[config.mk]
export PLATFORM = sky130hd
export DESIGN_NAME = param_stack_flat
export DESIGN_NICKNAME = d
export VERILOG_FILES = /design/src/rtl/param_stack_if.sv /design/src/rtl/param_stack.sv /design/src/flat_wrapper.sv
export SDC_FILE = /design/constraint.sdc
export NUM_CORES = 1
export LEC_CHECK = 0
export ABC_AREA = 1
export CAP_MARGIN = 20
export CELL_PAD_IN_SITES_DETAIL_PLACEMENT = 0
export CELL_PAD_IN_SITES_GLOBAL_PLACEMENT = 1
export CORE_AREA = 2 2 340 342
export CTS_CLUSTER_DIAMETER = 60
export CTS_CLUSTER_SIZE = 30
export DETAILED_ROUTE_END_ITERATION = 7
export DIE_AREA = 0 0 342 344
export GPL_TIMING_DRIVEN = 0
export PLACE_DENSITY = 0.64
export SLEW_MARGIN = 40
export SYNTH_ARGS = -nofsm -noshare
export SYNTH_HDL_FRONTEND = slang
export SYNTH_SLANG_ARGS = --single-unit
[constraint.sdc]
create_clock -name clk -period 3.68 [get_ports clk]
set_input_delay 0.368 -clock clk [delete_from_list [all_inputs] [get_ports clk]]
set_output_delay 0.368 -clock clk [all_outputs]
set_load 0.03 [all_outputs]
[src/rtl/param_stack_if.sv]
// Command/response handshake bundle for param_stack: a valid/ready command
// channel into the stack and a valid/ready response channel back out.
interface param_stack_if #(
  parameter int WIDTH = 8
) ();
  logic             cmd_valid;
  logic             cmd_ready;
  logic [1:0]       cmd_op;
  logic [WIDTH-1:0] cmd_data;
  logic             rsp_valid;
  logic             rsp_ready;
  logic [WIDTH-1:0] rsp_data;
  logic             rsp_err;

  modport master (
    output cmd_valid, cmd_op, cmd_data, rsp_ready,
    input  cmd_ready, rsp_valid, rsp_data, rsp_err
  );

  modport slave (
    input  cmd_valid, cmd_op, cmd_data, rsp_ready,
    output cmd_ready, rsp_valid, rsp_data, rsp_err
  );
endinterface

[src/rtl/param_stack.sv]
// Parametrised LIFO stack with PEEK/PUSH/POP/REPLACE over valid/ready channels.
// Optional running XOR checksum of the valid entries: define PARAM_STACK_CHECKSUM_EN.
module param_stack #(
  parameter int WIDTH = 8,
  parameter int DEPTH = 128
) (
  input  logic                   clk,
  input  logic                   rst,
  param_stack_if.slave           bus,
  output logic [$clog2(DEPTH):0] count,
  output logic                   empty,
  output logic                   full,
  output logic                   ovf_sticky,
  output logic                   unf_sticky,
  input  logic                   clr_flags,
  output logic [WIDTH-1:0]       checksum
);

  localparam int          AW       = $clog2(DEPTH);
  localparam logic [AW:0] FULL_CNT = (AW+1)'(DEPTH);
  localparam logic [AW:0] CNT_ONE  = (AW+1)'(1);

  typedef enum logic [1:0] {
    OP_PEEK    = 2'b00,
    OP_PUSH    = 2'b01,
    OP_POP     = 2'b10,
    OP_REPLACE = 2'b11
  } op_e;

  typedef enum logic [1:0] {
    IDLE = 2'b00,
    EXEC = 2'b01,
    RESP = 2'b10
  } state_e;

  state_e           state, state_nxt;
  op_e              op_q;
  logic [WIDTH-1:0] data_q;
  logic [AW:0]      count_q, count_nxt;
  logic [WIDTH-1:0] rsp_data_q, res_data;
  logic             rsp_err_q, res_err;
  logic             ovf_q, unf_q, ovf_set, unf_set;
  logic             cmd_ready, rsp_valid, accept;

  logic [WIDTH-1:0] mem [DEPTH];
  logic             mem_we;
  logic [AW-1:0]    mem_waddr;
  logic [AW-1:0]    top_idx, push_idx;
  logic [WIDTH-1:0] top_data;
  logic             is_empty, is_full;

  assign is_empty = (count_q == '0);
  assign is_full  = (count_q == FULL_CNT);
  assign push_idx = count_q[AW-1:0];
  assign top_idx  = AW'(count_q - CNT_ONE);
  assign top_data = mem[top_idx];
  assign accept   = bus.cmd_valid & cmd_ready;

  // NOTE: every variable written in an always_comb gets a default first, so no
  // path through the case statements can leave it unassigned and infer a latch.
  always_comb begin
    state_nxt = state;
    cmd_ready = 1'b0;
    rsp_valid = 1'b0;
    case (state)
      IDLE: begin
        cmd_ready = 1'b1;
        if (bus.cmd_valid) state_nxt = EXEC;
      end
      EXEC: state_nxt = RESP;
      RESP: begin
        rsp_valid = 1'b1;
        if (bus.rsp_ready) state_nxt = IDLE;
      end
      default: state_nxt = IDLE;
    endcase
  end

  // Operation decode; everything here is quiet outside EXEC.
  always_comb begin
    mem_we    = 1'b0;
    mem_waddr = '0;
    count_nxt = count_q;
    res_data  = '0;
    res_err   = 1'b0;
    ovf_set   = 1'b0;
    unf_set   = 1'b0;
    if (state == EXEC) begin
      case (op_q)
        OP_PUSH: begin
          if (is_full) begin
            res_err = 1'b1;
            ovf_set = 1'b1;
          end else begin
            mem_we    = 1'b1;
            mem_waddr = push_idx;
            count_nxt = count_q + CNT_ONE;
            res_data  = data_q;
          end
        end
        OP_POP: begin
          if (is_empty) begin
            res_err = 1'b1;
            unf_set = 1'b1;
          end else begin
            res_data  = top_data;
            count_nxt = count_q - CNT_ONE;
          end
        end
        OP_PEEK: begin
          if (is_empty) begin
            res_err = 1'b1;
            unf_set = 1'b1;
          end else begin
            res_data = top_data;
          end
        end
        OP_REPLACE: begin
          if (is_empty) begin
            res_err = 1'b1;
            unf_set = 1'b1;
          end else begin
            res_data  = top_data;
            mem_we    = 1'b1;
            mem_waddr = top_idx;
          end
        end
      endcase
    end
  end

  // NOTE: sequential state uses non-blocking assignments so every register
  // samples the pre-edge values, independent of statement order.
  always_ff @(posedge clk) begin
    if (rst) begin
      state      <= IDLE;
      count_q    <= '0;
      rsp_data_q <= '0;
      rsp_err_q  <= 1'b0;
      ovf_q      <= 1'b0;
      unf_q      <= 1'b0;
    end else begin
      state <= state_nxt;
      if (state == EXEC) begin
        count_q    <= count_nxt;
        rsp_data_q <= res_data;
        rsp_err_q  <= res_err;
      end
      // A flag being set outranks a simultaneous clear request.
      ovf_q <= ovf_set | (ovf_q & ~clr_flags);
      unf_q <= unf_set | (unf_q & ~clr_flags);
    end
  end

  // NOTE: storage and the latched command carry no reset; nothing is read from
  // them before count/state make it valid, and a write is suppressed under rst.
  always_ff @(posedge clk) begin
    if (accept) begin
      op_q   <= op_e'(bus.cmd_op);
      data_q <= bus.cmd_data;
    end
    if (mem_we && !rst) mem[mem_waddr] <= data_q;
  end

`ifdef PARAM_STACK_CHECKSUM_EN
  logic [WIDTH-1:0] csum_q, csum_delta;

  always_comb begin
    csum_delta = '0;
    if (state == EXEC && !res_err) begin
      case (op_q)
        OP_PUSH:    csum_delta = data_q;
        OP_POP:     csum_delta = top_data;
        OP_REPLACE: csum_delta = top_data ^ data_q;
        OP_PEEK:    csum_delta = '0;
      endcase
    end
  end

  always_ff @(posedge clk) begin
    if (rst) csum_q <= '0;
    else     csum_q <= csum_q ^ csum_delta;
  end

  assign checksum = csum_q;
`else
  assign checksum = '0;
`endif

  assign bus.cmd_ready = cmd_ready;
  assign bus.rsp_valid = rsp_valid;
  assign bus.rsp_data  = rsp_data_q;
  assign bus.rsp_err   = rsp_err_q;

  assign count      = count_q;
  assign empty      = is_empty;
  assign full       = is_full;
  assign ovf_sticky = ovf_q;
  assign unf_sticky = unf_q;

endmodule

[src/flat_wrapper.sv]
// flat-port wrapper written by rule: the top's interface ports become plain ports
module param_stack_flat 
#(
  parameter int WIDTH = 8,
  parameter int DEPTH = 128
)
  (clk, rst, count, empty, full, ovf_sticky, unf_sticky, clr_flags, checksum, bus_cmd_valid, bus_cmd_op, bus_cmd_data, bus_rsp_ready, bus_cmd_ready, bus_rsp_valid, bus_rsp_data, bus_rsp_err);
  param_stack_if #(.WIDTH(WIDTH)) bus_i ();
  input  logic clk;
  input  logic rst;
  output logic [$clog2(DEPTH):0] count;
  output logic empty;
  output logic full;
  output logic ovf_sticky;
  output logic unf_sticky;
  input  logic clr_flags;
  output logic [WIDTH-1:0] checksum;
  input wire logic [$bits(bus_i.cmd_valid)-1:0] bus_cmd_valid;
  input wire logic [$bits(bus_i.cmd_op)-1:0] bus_cmd_op;
  input wire logic [$bits(bus_i.cmd_data)-1:0] bus_cmd_data;
  input wire logic [$bits(bus_i.rsp_ready)-1:0] bus_rsp_ready;
  output wire logic [$bits(bus_i.cmd_ready)-1:0] bus_cmd_ready;
  output wire logic [$bits(bus_i.rsp_valid)-1:0] bus_rsp_valid;
  output wire logic [$bits(bus_i.rsp_data)-1:0] bus_rsp_data;
  output wire logic [$bits(bus_i.rsp_err)-1:0] bus_rsp_err;
  assign bus_i.cmd_valid = bus_cmd_valid;
  assign bus_i.cmd_op = bus_cmd_op;
  assign bus_i.cmd_data = bus_cmd_data;
  assign bus_i.rsp_ready = bus_rsp_ready;
  assign bus_cmd_ready = bus_i.cmd_ready;
  assign bus_rsp_valid = bus_i.rsp_valid;
  assign bus_rsp_data = bus_i.rsp_data;
  assign bus_rsp_err = bus_i.rsp_err;
  param_stack #(.WIDTH(WIDTH), .DEPTH(DEPTH)) u_core (.clk(clk), .rst(rst), .bus(bus_i), .count(count), .empty(empty), .full(full), .ovf_sticky(ovf_sticky), .unf_sticky(unf_sticky), .clr_flags(clr_flags), .checksum(checksum));
endmodule
# Word-level counts from Yosys, hierarchy flattened
# Memories as Yosys holds them, arrays and structs flattened.
# Index checks and enable logic that the tools add are counted.
[word_totals]
regBits = 31
ram_bits = 1024
input_bits = 15
out_inout_bits = 31
elab_cells = 64
memories = 1
[mem_list]
columns = ["name", "depth", "width", "rd", "rd_clocked_by_memory_dff", "write_ports", "line_no", "source"]
rows = [
  ["u_core.mem", 128, 8, 1, 0, 1, "param_stack.sv:45", "logic [WIDTH-1:0] mem [DEPTH];"],
]
[classes]
n_addsub = 2
eq_ne = 10
n_mux = 28
n_bitwise = 6
n_reduce_logical = 9
[op_table]
columns = ["op", "count"]
rows = [
  ["8-bit two-way mux", 4],
  ["8-bit case mux with 2 select lines", 2],
  ["7-bit two-way mux", 3],
  ["7-bit case mux with 2 select lines", 1],
  ["1-bit two-way mux", 13],
  ["8-bit by 1-bit adder with 8-bit output, second input constant", 1],
  ["8-bit == test, second input constant", 1],
  ["8-bit logical NOT", 1],
  ["2-bit != test, second input constant", 4],
  ["8-bit by 1-bit subtractor with 8-bit output, second input constant", 1],
  ["2-bit == test, second input constant", 3],
  ["2-bit case mux with 3 select lines", 1],
  ["2-bit by 1-bit == test with 1-bit output, second input constant", 2],
  ["2-bit logical NOT", 2],
  ["2-bit two-way mux", 2],
  ["1-bit case mux with 2 select lines", 2],
  ["4-bit AND reduction", 1],
  ["1-bit AND", 3],
  ["3-bit OR reduction", 1],
  ["1-bit OR", 2],
  ["2-bit AND reduction", 1],
  ["2-bit nonzero test", 1],
  ["1-bit logical AND", 1],
  ["1-bit logical NOT", 1],
  ["1-bit NOT", 1],
]

# Depth between registers and ports, before layout
# Gate-level depths: netlist (run 1).
[depth]
ltp_word = 7
ltp_mapped = 18
ltp_nobuf = 13

# Worst setup path after synthesis (run 1)
# No wires, ideal clock.
[synth_path]
path_type = "register to register"
startpoint = "register u_core.count_q[0] (netlist: u_core.count[0])"
endpoint = "memory u_core.mem[101][0] (enable)"
setup_time_ps = 370
arrival_ps = 3107
required_ps = 3310
slack_ps = 203
stages_incl_launch_ff = 16
n_path_buf = 3
period_less_slack_ps = 3477
path_cell_list = "dfxtp_1 -> buf_2 -> inv_2 -> clkbuf_1 -> clkbuf_1 -> ha_1 -> nand2_1 -> nor2_2 -> nand3_2 -> xor2_2 -> a22oi_1 -> nor2_2 -> inv_2 -> nor2_2 -> nand2_1 -> nor2_1"
[synth_via]
elab_chain_cells = 7
word_cells_on_any_way = 14
cone_classes = "add/sub: 1; eq/ne: 1; mux: 10; reduce/logical: 2"
[synth_rtl]
columns = ["item", "line_no", "source"]
rows = [
  ["start: declaration", "param_stack.sv:39", "logic [AW:0] count_q, count_nxt;"],
  ["start signal: assignment", "param_stack.sv:145", "count_q <= count_nxt;"],
  ["parallel branches: the longest is 7 deep, another holds 8-bit by 1-bit subtractor with 8-bit output", "n/a", ""],
  ["end: declaration", "param_stack.sv:45", ""],
]
# Parallel ways; which one is timed is not known.

# Worst setup path in the final report (run 1)
[layout_path]
startpoint = "register u_core.count_q[0] (netlist: u_core.count[0])"
endpoint = "register u_core.rsp_data_q[1] (netlist: u_core.bus.rsp_data[1])"
[layout_via]
elab_chain_cells = 4
word_cells_on_any_way = 7
cone_classes = "add/sub: 1; eq/ne: 1; mux: 3; reduce/logical: 1; memory: 1"
[layout_rtl]
columns = ["item", "line_no", "source"]
rows = [
  ["8-bit by 1-bit subtractor with 8-bit output", "param_stack.sv:55", "assign top_idx = AW'(count_q - CNT_ONE);"],
  ["memory 128 x 8 bit", "n/a", ""],
  ["8-bit two-way mux", "param_stack.sv:102, param_stack.sv:111, param_stack.sv:119", ""],
  ["8-bit case mux with 2 select lines (*)", "param_stack.sv:89", "case (op_q)"],
  ["end signal: assignment", "param_stack.sv:146", "rsp_data_q <= res_data;"],
  ["end: declaration", "param_stack.sv:40", "logic [WIDTH-1:0] rsp_data_q, res_data;"],
]
# Mark *: on every way between the ends. The rest lies on a longest branch, timed or not.
# A chain may end at the register's enable or synchronous reset.

==> run_results.csv, run 1 <==
group,metric,value,unit
global_route,antenna_found_initial,5,
yosys,synth-edff-count,1034,
drt,post-route-drc-count,0,
global_route,grt_use_met3,6.23,%
placed_design,io_buffers,36,
die,chipWidth,342,microns
die,rows,124,
global_route,top_usage_layer,"met2",
clock_tree,clk_path_buf_depth,3,
yosys,async_flop_share,0,%
critical_path,critPathLaunchType,"flop",
critical_path,end_kind,"flop",
cells_and_area,drive_above_1_share,19.0,%
timing,finalHoldViolations,0,
timing,max_freq,0.278,GHz
yosys,synth_area,0.0432,sq mm
power_and_ir_drop,ir_drop,424,uV
clock_tree,htreeDepth,3,
timing,setup_viol,0,
timing,slew_violations,0,
global_route,grt_pass1_wl,243000,microns
critical_path,reg2reg_slack,0.08,ns
critical_path,path_max_fanout,20,
worst_hold_path,hold_end,"u_core.ovf_sticky",
die,initial_utilization,37.9,%
timing,rsz0062_at_grt,"no",
global_route,grt_start_max_net_pins,25,
power_and_ir_drop,p_leak,19.0,nW
clock_tree,cts_sinks,1055,
critical_path,r2r-end,"u_core.bus.rsp_data[1]",
placed_design,gp_congestion,1.02,
die,die_y,344,microns
timing,finalCriticalPeriod,3.60,ns
timing,fin_ws,0.0814,ns
critical_path,crit_chain,"buf_8 > inv_8 > buf_8 > ha_1 > nand2_1 > nor2_4 > xor2_4 > clkbuf_1 > nand3_1 > nand3_1 > nand3_1 > nand2_1 > nand2_1 > a21oi_1",
clock_tree,numCtsBuffers,83,
timing,skew,0.0335,ns
critical_path,path_class,"reg -> reg",
die,pin_count,46,
global_route,grt_usage,30.1,%
yosys,yosys_warnings,0,
cells_and_area,stdcell_area,0.0539,sq mm
clock_tree,clk_latency,0.71,ns
critical_path,arrival,4.24,ns
critical_path,reg2reg_depth,14,
run_status,outcome,"complete, no violations",
drt,wire_per_inst,31.3,microns
cells_and_area,final_util,47.3,%
power_and_ir_drop,power_density,500,mW/mm^2
worst_hold_path,hold_path.class,"in -> reg",
clock_tree,cts_root_buffer,"clkbuf_16",
yosys,synth_most_common_cell,"nand2_1",
critical_path,slowest_delay,0.67,ns
yosys,synth_flop_cell,"edfxtp_1",
timing,final.period_utilization,97.8,%
drt,drt_iter0_drc,4653,
drt,viasPerCell,5.73,
yosys,synth.avg_cell_area,11.5,sq um
critical_path,required,4.32,ns
yosys,synthTopCellsByArea,"edfxtp_1 (72%), nand3_1 (11%), nand2_1 (9.9%)",
placed_design,placedInstanceArea,0.0467,sq mm
cells_and_area,finalNetCount,4165,
drt,wirelength,179000,microns
critical_path,crit_slowest_cell,"clkbuf_1",
clock_tree,cts_tree,"done",
yosys,ys_types,33,
yosys,synth-seq-cells,1055,
clock_tree,clkTransAtPathRegs,0.09,ns
die,die-area,0.118,sq mm
global_route,use_met1,40.7,%
yosys,yosysSeqAreaShare,72.9,%
drt,drtAntennaViolNets,0,
yosys,yosys.area.top_type_share,72.0,%
global_route,grt_overflow,0,
yosys,netlist.top_cell.by_area,"edfxtp_1",
drt,firstDrtPassIters,6,
yosys,synth_cells,3744,
die,coreArea,0.114,sq mm
job,cap_violations,0,
global_route,met2_usage,46.0,%
timing,tightest_slew,0.936,ns
worst_hold_path,hp-start,"rst",
worst_hold_path,min_path_cells,2,
cells_and_area,area_delta_synth_final,24.9,%
placed_design,dp_slack,-2.21,ns
placed_design,dp_hpwl,125000,microns
critical_path,reg2reg_from,"u_core.count[0]",
timing,setup_tns,0,ns
drt,vias,32823,
timing,relSlewSlack,37.6,%
global_route,grt_pass1_vias,30203,
yosys,synth_common_cells,"nand2_1 (1134), edfxtp_1 (1034), nand3_1 (960)",
[cell usage in the layout (no fill, tap or decap), types with 6 or more instances in the layout]
cell type	netlist	layout
inv_1	49	49
buf_6	0	70
o211ai_1	6	6
clkbuf_8	0	18
buf_1	30	6
clkdlybuf4s50_1	0	35
nor2_1	180	44
clkinvlp_4	0	8
clkbuf_4	0	20
clkinv_4	0	8
clkbuf_16	0	85
buf_12	0	98
nor2_2	8	6
nand2_4	0	18
nand2_8	0	6
nor2_4	1	139
ha_1	6	6
inv_2	10	8
inv_6	0	14
buf_4	8	118
conb_1	1	8
o21ai_0	33	33
nand3_2	1	18
buf_8	0	22
clkinv_8	0	13
inv_8	0	9
dfxtp_1	21	20
nand3_1	960	943
clkbuf_1	165	73
a21oi_1	20	20
edfxtp_1	1034	1034
buf_2	39	36
nand2_1	1134	1115
clkbuf_2	0	59
[where the power goes]
part	total, mW	internal, mW	switching (mW)
Combinational	4.02	0.952	3.06
Clock	9.69	4.73	4.97
Sequential	13.3	13.2	0.0338
[timing repair]
action / 4_1_cts / 5_1_grt
gates resized for setup: 390 / 16
cloned: 0 / 0
setup buffers: 191 / 3
pin swaps: 131 / 8
setup endpoints to repair: 1042 / 966
hold buffers: 0 / 0
[sequential cells by signal, summed over array words and instances (netlist names)]
| register | cells |
|---|---|
| u_core.op_q | 2 |
| u_core.data_q | 8 |
| u_core.state | 2 |
| u_core.count | 8 |
| u_core.unf_sticky | 1 |
| u_core.bus.rsp_data | 8 |
| u_core.bus.rsp_err | 1 |
| u_core.ovf_sticky | 1 |
| u_core.mem | 1024 |
[critical path: cells and delay by family, from the launching register on]
family | cells | cell delay, ns
buf+inv | 4 | 1.26
simple gates | 7 | 1.13
xor+xnor | 1 | 0.37
flops | 1 | 0.36
fa+ha+maj | 1 | 0.23
compound gates | 1 | 0.13
[through the flow]
step | cells | power, mW | hold WS [ns]
after global routing | 5725 | 27.5 | 0.0695
after CTS | 5723 | 26.8 | 0.0477
after floorplan | 3751 | 15.2 | 0.465
after global placement | 5299 | 17.1 | 0.457
after detailed placement | 5378 | 17.2 | 0.457
final | 5727 | 27.0 | 0.0644
[cell type report]
type / count / area [sq um]
clock buffers: 91 / 2150
diodes: 2 / 5.00
repair buffers: 309 / 3960
plain buffers: 241 / 1510
multi-input cells: 2393 / 11900
inverters: 61 / 239
flip-flops and latches: 1055 / 31500
well taps: 1512 / 1890
clock inverters: 63 / 744
fillers: 10279 / 60000
[worst max-delay path by stage]
stage | start | end | cells after the start
2_1_floorplan | u_core.count[0] | u_core.mem[101][0] | 15
3_3_place_gp | u_core.count[0] | u_core.mem[81][4] | 13
3_5_place_dp | u_core.count[0] | u_core.mem[42][4] | 13
4_1_cts | u_core.count[0] | u_core.bus.rsp_data[3] | 17
5_1_grt | u_core.count[0] | u_core.mem[88][4] | 16
6_report | u_core.count[0] | u_core.bus.rsp_data[1] | 14
[cell families (layout without fill, tap and decap cells)]
group / after synthesis / after routing / share of synthesized area (%)
other cells: 1 / 10 / 0.00869
flops: 1055 / 1055 / 72.9
fa+ha+maj: 6 / 6 / 0.174
compound gates: 74 / 74 / 0.963
simple gates: 2301 / 2301 / 23.0
xor+xnor: 4 / 4 / 0.116
buf+inv: 303 / 765 / 2.82
[routing by layer]
metal	up-vias	share of wire, %
li1	14030	-
met2	2001	44
met1	16326	39
met3	466	10
met5	-	0
met4	0	6.3
Power figures use the tool's default switching activity.
==> run 2, diff against run 1 <==
ABC_CLOCK_PERIOD_IN_PS = 3680   (was not set)
==> results of run 2 <==
Same layout as run 1: the final DEF is identical, and so are final timing and power.
